File: config.mk
export PLATFORM = sky130hd
export DESIGN_NAME = waterfall_pattern_monitor
export DESIGN_NICKNAME = d
export VERILOG_FILES = /design/src/rtl/waterfall_pattern_monitor.sv
export SDC_FILE = /design/constraint.sdc
export NUM_CORES = 1
export LEC_CHECK = 0
export ABC_AREA = 1
export CORE_ASPECT_RATIO = 1.1
export CORE_MARGIN = 4
export CORE_UTILIZATION = 48
export DETAILED_ROUTE_END_ITERATION = 12
export PLACE_DENSITY = 0.81
export SYNTH_ARGS = -nofsm -noshare
export SYNTH_HDL_FRONTEND = slang
export SYNTH_SLANG_ARGS = --single-unit
File: constraint.sdc
create_clock -name clk -period 1.81 [get_ports clk]
set_input_delay 0.362 -clock clk [delete_from_list [all_inputs] [get_ports clk]]
set_output_delay 0.362 -clock clk [all_outputs]
set_load 0.01 [all_outputs]
File: src/rtl/waterfall_pattern_monitor.sv
// Receive-side checker for a running-light (waterfall) LED bus.
// On each sample strobe the bus is decoded into a lit position, a run
// direction and a lap count; multi-hot patterns and non-adjacent jumps
// raise a sticky error flag that only err_clr removes.
//
// Handshake: there is no valid/ready pair here. sample_en is a one-cycle
// qualifier: led_in is evaluated only on an edge where sample_en=1, and
// the producer never waits. All outputs are registered. step is a
// one-cycle pulse, and every other output holds between strobes.
module waterfall_pattern_monitor #(
    parameter int WIDTH    = 8,
    parameter int LAP_W    = 8,
    parameter int HOLD_MAX = 16
) (
    input  logic                     clk,
    input  logic                     rst_n,
    input  logic                     sample_en,
    input  logic [WIDTH-1:0]         led_in,
    input  logic                     err_clr,
    output logic [$clog2(WIDTH)-1:0] pos,
    output logic                     pos_valid,
    output logic [1:0]               dir,
    output logic                     step,
    output logic [LAP_W-1:0]         lap_cnt,
    output logic                     err,
    output logic [2:0]               fsm_state
);

    localparam int PW = $clog2(WIDTH);
    localparam int HW = $clog2(HOLD_MAX + 1);
    localparam logic [PW-1:0] LAST_IDX = PW'(WIDTH - 1);

    typedef enum logic [2:0] {
        S_SYNC  = 3'd0,
        S_FIRST = 3'd1,
        S_LEFT  = 3'd2,
        S_RIGHT = 3'd3,
        S_STOP  = 3'd4
    } state_t;

    state_t          state;
    logic [HW-1:0]   hold_cnt;

    logic            is_zero;
    logic            is_multi;
    logic            is_one;
    logic [PW-1:0]   hot_idx;
    logic [PW-1:0]   p_inc;
    logic [PW-1:0]   p_dec;
    logic            tracking;
    logic            go_left;
    logic            go_right;
    logic            same_pos;
    logic            jump;
    logic            err_set;

    assign fsm_state = state;

    // Classify the sampled pattern and compare it with the previous position.
    always_comb begin
        is_zero  = (led_in == '0);
        is_multi = ($countones(led_in) > 1);
        is_one   = !is_zero && !is_multi;
        hot_idx  = '0;
        for (int i = 0; i < WIDTH; i++) begin
            if (led_in[i]) hot_idx = PW'(i);
        end
        p_inc    = (pos == LAST_IDX) ? '0 : pos + PW'(1);
        p_dec    = (pos == '0) ? LAST_IDX : pos - PW'(1);
        tracking = is_one && (state != S_SYNC);
        go_left  = tracking && (hot_idx == p_inc);
        go_right = tracking && (hot_idx == p_dec);
        same_pos = tracking && (hot_idx == pos);
        jump     = tracking && !go_left && !go_right && !same_pos;
        err_set  = sample_en && (is_multi || jump);
    end

    // Decode FSM with registered outputs; err is sticky with set over clear.
    always_ff @(posedge clk or negedge rst_n) begin
        if (!rst_n) begin
            state     <= S_SYNC;
            hold_cnt  <= '0;
            pos       <= '0;
            pos_valid <= 1'b0;
            dir       <= 2'b00;
            step      <= 1'b0;
            lap_cnt   <= '0;
            err       <= 1'b0;
        end else begin
            step <= 1'b0;
            err  <= err_set | (err & ~err_clr);
            if (sample_en) begin
                if (!is_one) begin
                    // Blank or multi-hot: lose lock, keep the last pos value.
                    pos_valid <= 1'b0;
                    state     <= S_SYNC;
                    dir       <= 2'b00;
                    hold_cnt  <= '0;
                end else begin
                    pos       <= hot_idx;
                    pos_valid <= 1'b1;
                    if (state == S_SYNC) begin
                        state    <= S_FIRST;
                        dir      <= 2'b00;
                        hold_cnt <= '0;
                    end else if (go_left) begin
                        state    <= S_LEFT;
                        dir      <= 2'b01;
                        step     <= 1'b1;
                        hold_cnt <= '0;
                        if (pos == LAST_IDX) lap_cnt <= lap_cnt + LAP_W'(1);
                    end else if (go_right) begin
                        state    <= S_RIGHT;
                        dir      <= 2'b10;
                        step     <= 1'b1;
                        hold_cnt <= '0;
                        if (pos == '0) lap_cnt <= lap_cnt + LAP_W'(1);
                    end else if (same_pos) begin
                        if (int'(hold_cnt) < HOLD_MAX) hold_cnt <= hold_cnt + HW'(1);
                        if (int'(hold_cnt) >= HOLD_MAX - 1) begin
                            state <= S_STOP;
                            dir   <= 2'b11;
                        end
                    end else begin
                        // Illegal jump: restart tracking from the new position.
                        state    <= S_FIRST;
                        dir      <= 2'b00;
                        hold_cnt <= '0;
                    end
                end
            end
        end
    end

endmodule

# Word-level counts from Yosys, hierarchy flattened
# Cells that the tools add are included.
# Widths: inputs -> output; s select.
# word_totals
regBits	24
latch_bits	0
mem_bits_ro	0
ram_bits	0
memories	0
out_inout_bits	19
# op_classes
magnitude_cmp	3
n_bitwise	4
n_div	0
shift	0
eq_ne	7
muxes	37
add_sub_neg	11
reduce_logical	25
multipliers	0
# op_table
op	n
$mux 3	13
$mux 8	4
$mux 5	6
$mux 2	7
$ne 6x4->1 const B	2
$eq 3x3->1	3
$logic_and 1x1->1	9
$add 1x1->2	4
$add 8x1->8 const B	1
$logic_not 8->1	1
$mux 1	7
$add 2x2->3	2
$logic_not 3->1	2
$reduce_and 2->1	3
$reduce_and 6->1	1
$add 5x1->5 const B	1
$ge 5x4->1 const B	1
$logic_not 1->1	5
$lt 5x5->1 const B	1
$add 3x3->4	1
$gt 4x1->1 const B	1
$reduce_bool 2->1	2
$add 3x1->3 const B	1
$eq 3x3->1 const B	1
other kinds (7)	8

# Logic depth before layout (Yosys ltp)
# logic_depth
ltp_word	16
mapped_depth	21
depth_no_buf	21

# Worst setup path before layout
# OpenSTA, ideal clock, no wires.
# synth_timing
path_type	in2reg
startpoint	in led_in[0]
endpoint	reg hold_cnt[0]
stages	17
setup_ps	66
n_path_buf	0
arrival_ps	3549
setup_slack_ps	-1804
path_cell_list	fa_1 inv_1 fa_1 fa_1 inv_1 ha_1 inv_1 fa_1 o21a_1 nand2_1 nor2_1 nand2_1 nor2_1 nand2_1 nor2_1 nand4_1 nand2_1
# synth_between
elab_chain_cells	13
word_cells_on_any_way	19
classes_between	3 x add/sub; 1 x order compare; 1 x eq/ne; 5 x mux; 9 x reduce/logical
# synth_lines
element	line	text
from (decl)	18	input logic [WIDTH-1:0] led_in,
$add 1x1->2 (implied by the code)	62	is_multi = ($countones(led_in) > 1);
$add 2x2->3 (implied by the code)	62	
$add 3x3->4 (implied by the code)	62	
$gt 4x1->1	62	
$logic_not 1->1	63	is_one = !is_zero && !is_multi;
$logic_and 1x1->1 *	63	
$logic_and 1x1->1	70	tracking = is_one && (state != S_SYNC);
$logic_and 1x1->1	73	same_pos = tracking && (hot_idx == pos);
$mux 5	118	end else if (same_pos) begin
$mux 5	112	end else if (go_right) begin
$mux 5	106	end else if (go_left) begin
$mux 5	102	if (state == S_SYNC) begin
$mux 5	93	if (!is_one) begin
to (decl)	42	logic [HW-1:0] hold_cnt;
# Every way passes the cells marked *; elsewhere a longest branch is shown, timed or not.
# A chain may end at the register's enable or synchronous reset.

# Worst setup path in the final report
# layout_timing
startpoint	in led_in[1]
endpoint	reg lap_cnt[6]
# layout_between
elab_chain_cells	11
word_cells_on_any_way	25
classes_between	3 x add/sub; 1 x order compare; 3 x eq/ne; 8 x mux; 10 x reduce/logical
# layout_lines
element	line	text
branches (longest 11 deep; another with $add 3x3->4)	--	
to (signal assigned)	111	if (pos == LAST_IDX) lap_cnt <= lap_cnt + LAP_W'(1);
to (signal assigned)	117	if (pos == '0) lap_cnt <= lap_cnt + LAP_W'(1);
to (decl)	24	output logic [LAP_W-1:0] lap_cnt,
# Parallel ways; which one is timed is not known.

==> impl_results.md <==
- CTS tree: yes
- Syn avg cell area: 7.46 µm²
- Sequential-to-total area share from yosys stat: 33.1%
- Worst EP required: 1.98 ns
- F_max: 267 MHz
- H-tree Lvls: 1
- CP Capture Type: flop
- Final Non-Filler Cells: 359
- Worst-skew pair later-pin latency: 0.27 ns
- Initial Util: 49.6%
- Rows: 23
- HPWL Detailed: 3180 µm
- Post-synth ARST share: 100%
- Layout cell share with drive strength beyond 1: 26.5%
- Max_cap viols: 0
- Layout Utilization: 71.0%
- Mapped Area: 1810 µm²
- Multiplexer share of the synthesized area: 0%
- First-pass DRT Iterations: 4
- Number of global-route vias before repair: 1619
- Rel. slew slack: 71.4%
- Dominant synthesized flop cell: dfrtp_1
- Post-route DRC violation count: 0
- Worst Tran Pin Value: 0.425 ns
- Clk buf depth: 2
- Initial antenna violation count: 0
- DRT iter0 DRCs: 167
- Placed Area: 2380 µm²
- Commonest cells post-synth: nand2_1, inv_1, nand3_1, dfrtp_1, nor2_1
- Run status: complete, but fails checks
- Synth Area in Adders: 12.0%
- Flops & latches, synth: 24
- Net Count, Synth: 270
- Top-area cell type share of the netlist area: 33.1%
- Via density: 4.97
- LEAKAGE: 1.38 nW
- Area Growth Syn to Fin: 43.1%
- Drt wl/cell: 12.0 µm
- Hold Crit Class: input port to asynchronous set/reset pin
- Ports: 31
- Core area: 3650 µm²
- Cts bufs inserted: 3
- Crit-path cells: buf_6 -> fa_1 -> inv_2 -> fa_1 -> fa_1 -> inv_2 -> ha_4 -> inv_2 -> fa_2 -> o21a_1 -> nand2_2 -> nor2_4 -> nand2_2 -> nor2_2 -> nand2_2 -> a21oi_4 -> nand2_4 -> nand2_1 -> nand2_1
- Gp weighted congestion: 0.868
- Count leader, synth: nand2_1
- TritonCTS Sinks: 24
- Clock transition at the registers of the reported paths: 0.09 ns
- Post-route ant nets: 0
- Post-Layout Inst Area: 2590 µm²
- Netlist cell types: 25
- CP max-delay cell: fa_1
- Die ar.: 4830 µm²
- Placed cell count: 348
- Synthesis Warnings: 0
- VDD IR-drop max: 0.594 mV
- Crit path kind: input port to flop
- CP arrival: 3.92 ns
- Fill cells: 298
- CP Launch Type: input port
- Setup TNS: -42.43 ns
- Cells after synthesis: 243
- # hold bufs at CTS: 0
- Post-Synth XOR/XNOR Area: 4.83%
- Largest cells by area after synthesis: dfrtp_1, nand2_1, ha_1, inv_1, nand3_1
- Crit path largest cell delay: 0.54 ns
- Die height: 72.5 µm
- Period utilization: 207%
- First-pass GRT wire length: 6880 µm
- Failing checks: negative setup slack
- Port Buf Inserts: 30
- Hold Violations, Final: 0
- Total gr overflow: 0
- RSZ-0062 raised after global routing: true
- Final wirelength: 4310 µm
- Diode count: 0
- Compound-gate portion of the synthesized area: 3.38%
- Power density over cell area: 1050 nW/µm²
- Root Driver: clkbuf_8
- Post-synth EDFFs: 0
- Clk_skew: 0.00732 ns
- Via count: 1783
- Total GRT Usage: 17.8%
- Final setup margin: -1.94 ns
- Pin count of the biggest net entering global routing: 25
- Slew Viols, Final: 0
- Final net count: 337
- Final setup fails: 24
- Post-Synth Simple-Gate Area: 38.1%
- CP max FO: 8
- Largest area contributor in the netlist: dfrtp_1
- Post-layout minimum cycle time: 3.75 ns
- Die span in x: 66.6 µm
- Largest family of logic cells by synthesized area: simple AND/OR/NAND/NOR gates
==> placed cells by master (no fill, tap or decap) <==
cell / instances
a21o_1: 1
a21oi_4: 1
buf_2: 1
buf_4: 30
buf_6: 6
bufinv_16: 1
clkbuf_8: 3
clkdlybuf4s50_1: 27
dfrtp_1: 24
fa_1: 3
fa_2: 1
ha_1: 10
ha_4: 1
inv_1: 31
inv_2: 5
inv_4: 1
nand2_1: 70
nand2_2: 17
nand2_4: 4
nand3_1: 23
nand3_2: 1
nand3_4: 1
nand4_1: 9
nand4_4: 1
nor2_1: 10
nor2_2: 2
nor2_4: 5
nor3_1: 1
nor3_4: 1
nor4_1: 1
o21a_1: 1
o21ai_0: 2
o21ai_1: 4
xnor2_1: 4
xor2_1: 6
==> per-layer routing <==
metal,part of all wire (%),global-route usage (%)
met3,3.6,3.25
met2,54,30.6
met5,0,0
met4,0.67,3.84
met1,42,23.2
==> area by class of cell <==
type | count | area (µm²) | area share (%)
Multi-Input combinational cell | 180 | 1150 | 44.3
Timing Repair Buffer | 64 | 568 | 21.9
Clock buffer | 3 | 41.3 | 1.59
Sequential cell | 24 | 601 | 23.2
Inverter | 37 | 141 | 5.45
Tap cell | 50 | 62.6 | 2.41
Clock inverter | 1 | 30.0 | 1.16
==> where the power goes <==
group          internal (mW)  switching [mW]  leakage, nW
Sequential             0.618          0.0745        0.324
Combinational          0.707           0.841         1.02
Clock                  0.296           0.175       0.0357
==> through the flow <==
| stage | total power [mW] | hold WS [ns] | setup slack (ns) |
|---|---|---|---|
| finish | 2.71 | 0.437 | -1.94 |
| global route | 2.90 | 0.463 | -2.04 |
| CTS | 2.63 | 0.453 | -1.93 |
| detailed placement | 2.09 | 0.457 | -2.48 |
| global placement | 2.05 | 0.461 | -2.42 |
| floorplan | 1.53 | 0.0664 | -1.76 |
==> cell families (layout without fill, tap and decap cells) <==
| family | count (synthesis) | count (layout) |
|---|---|---|
| buf+inv | 39 | 105 |
| simple gates | 146 | 146 |
| flops | 24 | 24 |
| xor+xnor | 10 | 10 |
| fa+ha+maj | 15 | 15 |
| compound gates | 9 | 9 |
==> worst max-delay path, delay by kind of cell <==
family / cells / cell delay (ns)
AOI/OAI and AO/OA: 2 / 0.39
adders and majority gates: 5 / 2.08
and+or+nand+nor: 8 / 0.84
buffers and inverters: 4 / 0.25
==> sequential cells by signal, indices dropped and copies added (netlist names) <==
name and count:
err 1, step 1, fsm_state 3, lap_cnt 8, pos 3, dir 2, hold_cnt 5, pos_valid 1
==> repair_timing <==
action / CTS / global route
gates resized for setup: 29 / 18
gates cloned: 1 / 0
setup buffers: 5 / 1
pin swaps: 15 / 13
setup endpoints to repair: 24 / 24
==> path summary, 6_finish.rpt <==
check | slack [ns] | start | to | cells after the start
max in group asynchronous | 1.13 | rst_n | hold_cnt[4]$_DFFE_PN0P_ | 2
min | 0.44 | rst_n | lap_cnt[5]$_DFFE_PN0P_ | 2
min reg2reg | 0.48 | dir[0]$_DFFE_PN0P_ | dir[0]$_DFFE_PN0P_ | 2
max reg2reg | -0.30 | pos[0]$_DFFE_PN0P_ | lap_cnt[6]$_DFFE_PN0P_ | 13
max | -1.94 | led_in[1] | lap_cnt[6]$_DFFE_PN0P_ | 19
min in group clk | 0.48 | dir[0]$_DFFE_PN0P_ | dir[0]$_DFFE_PN0P_ | 2
Power figures use the tool's default switching activity.
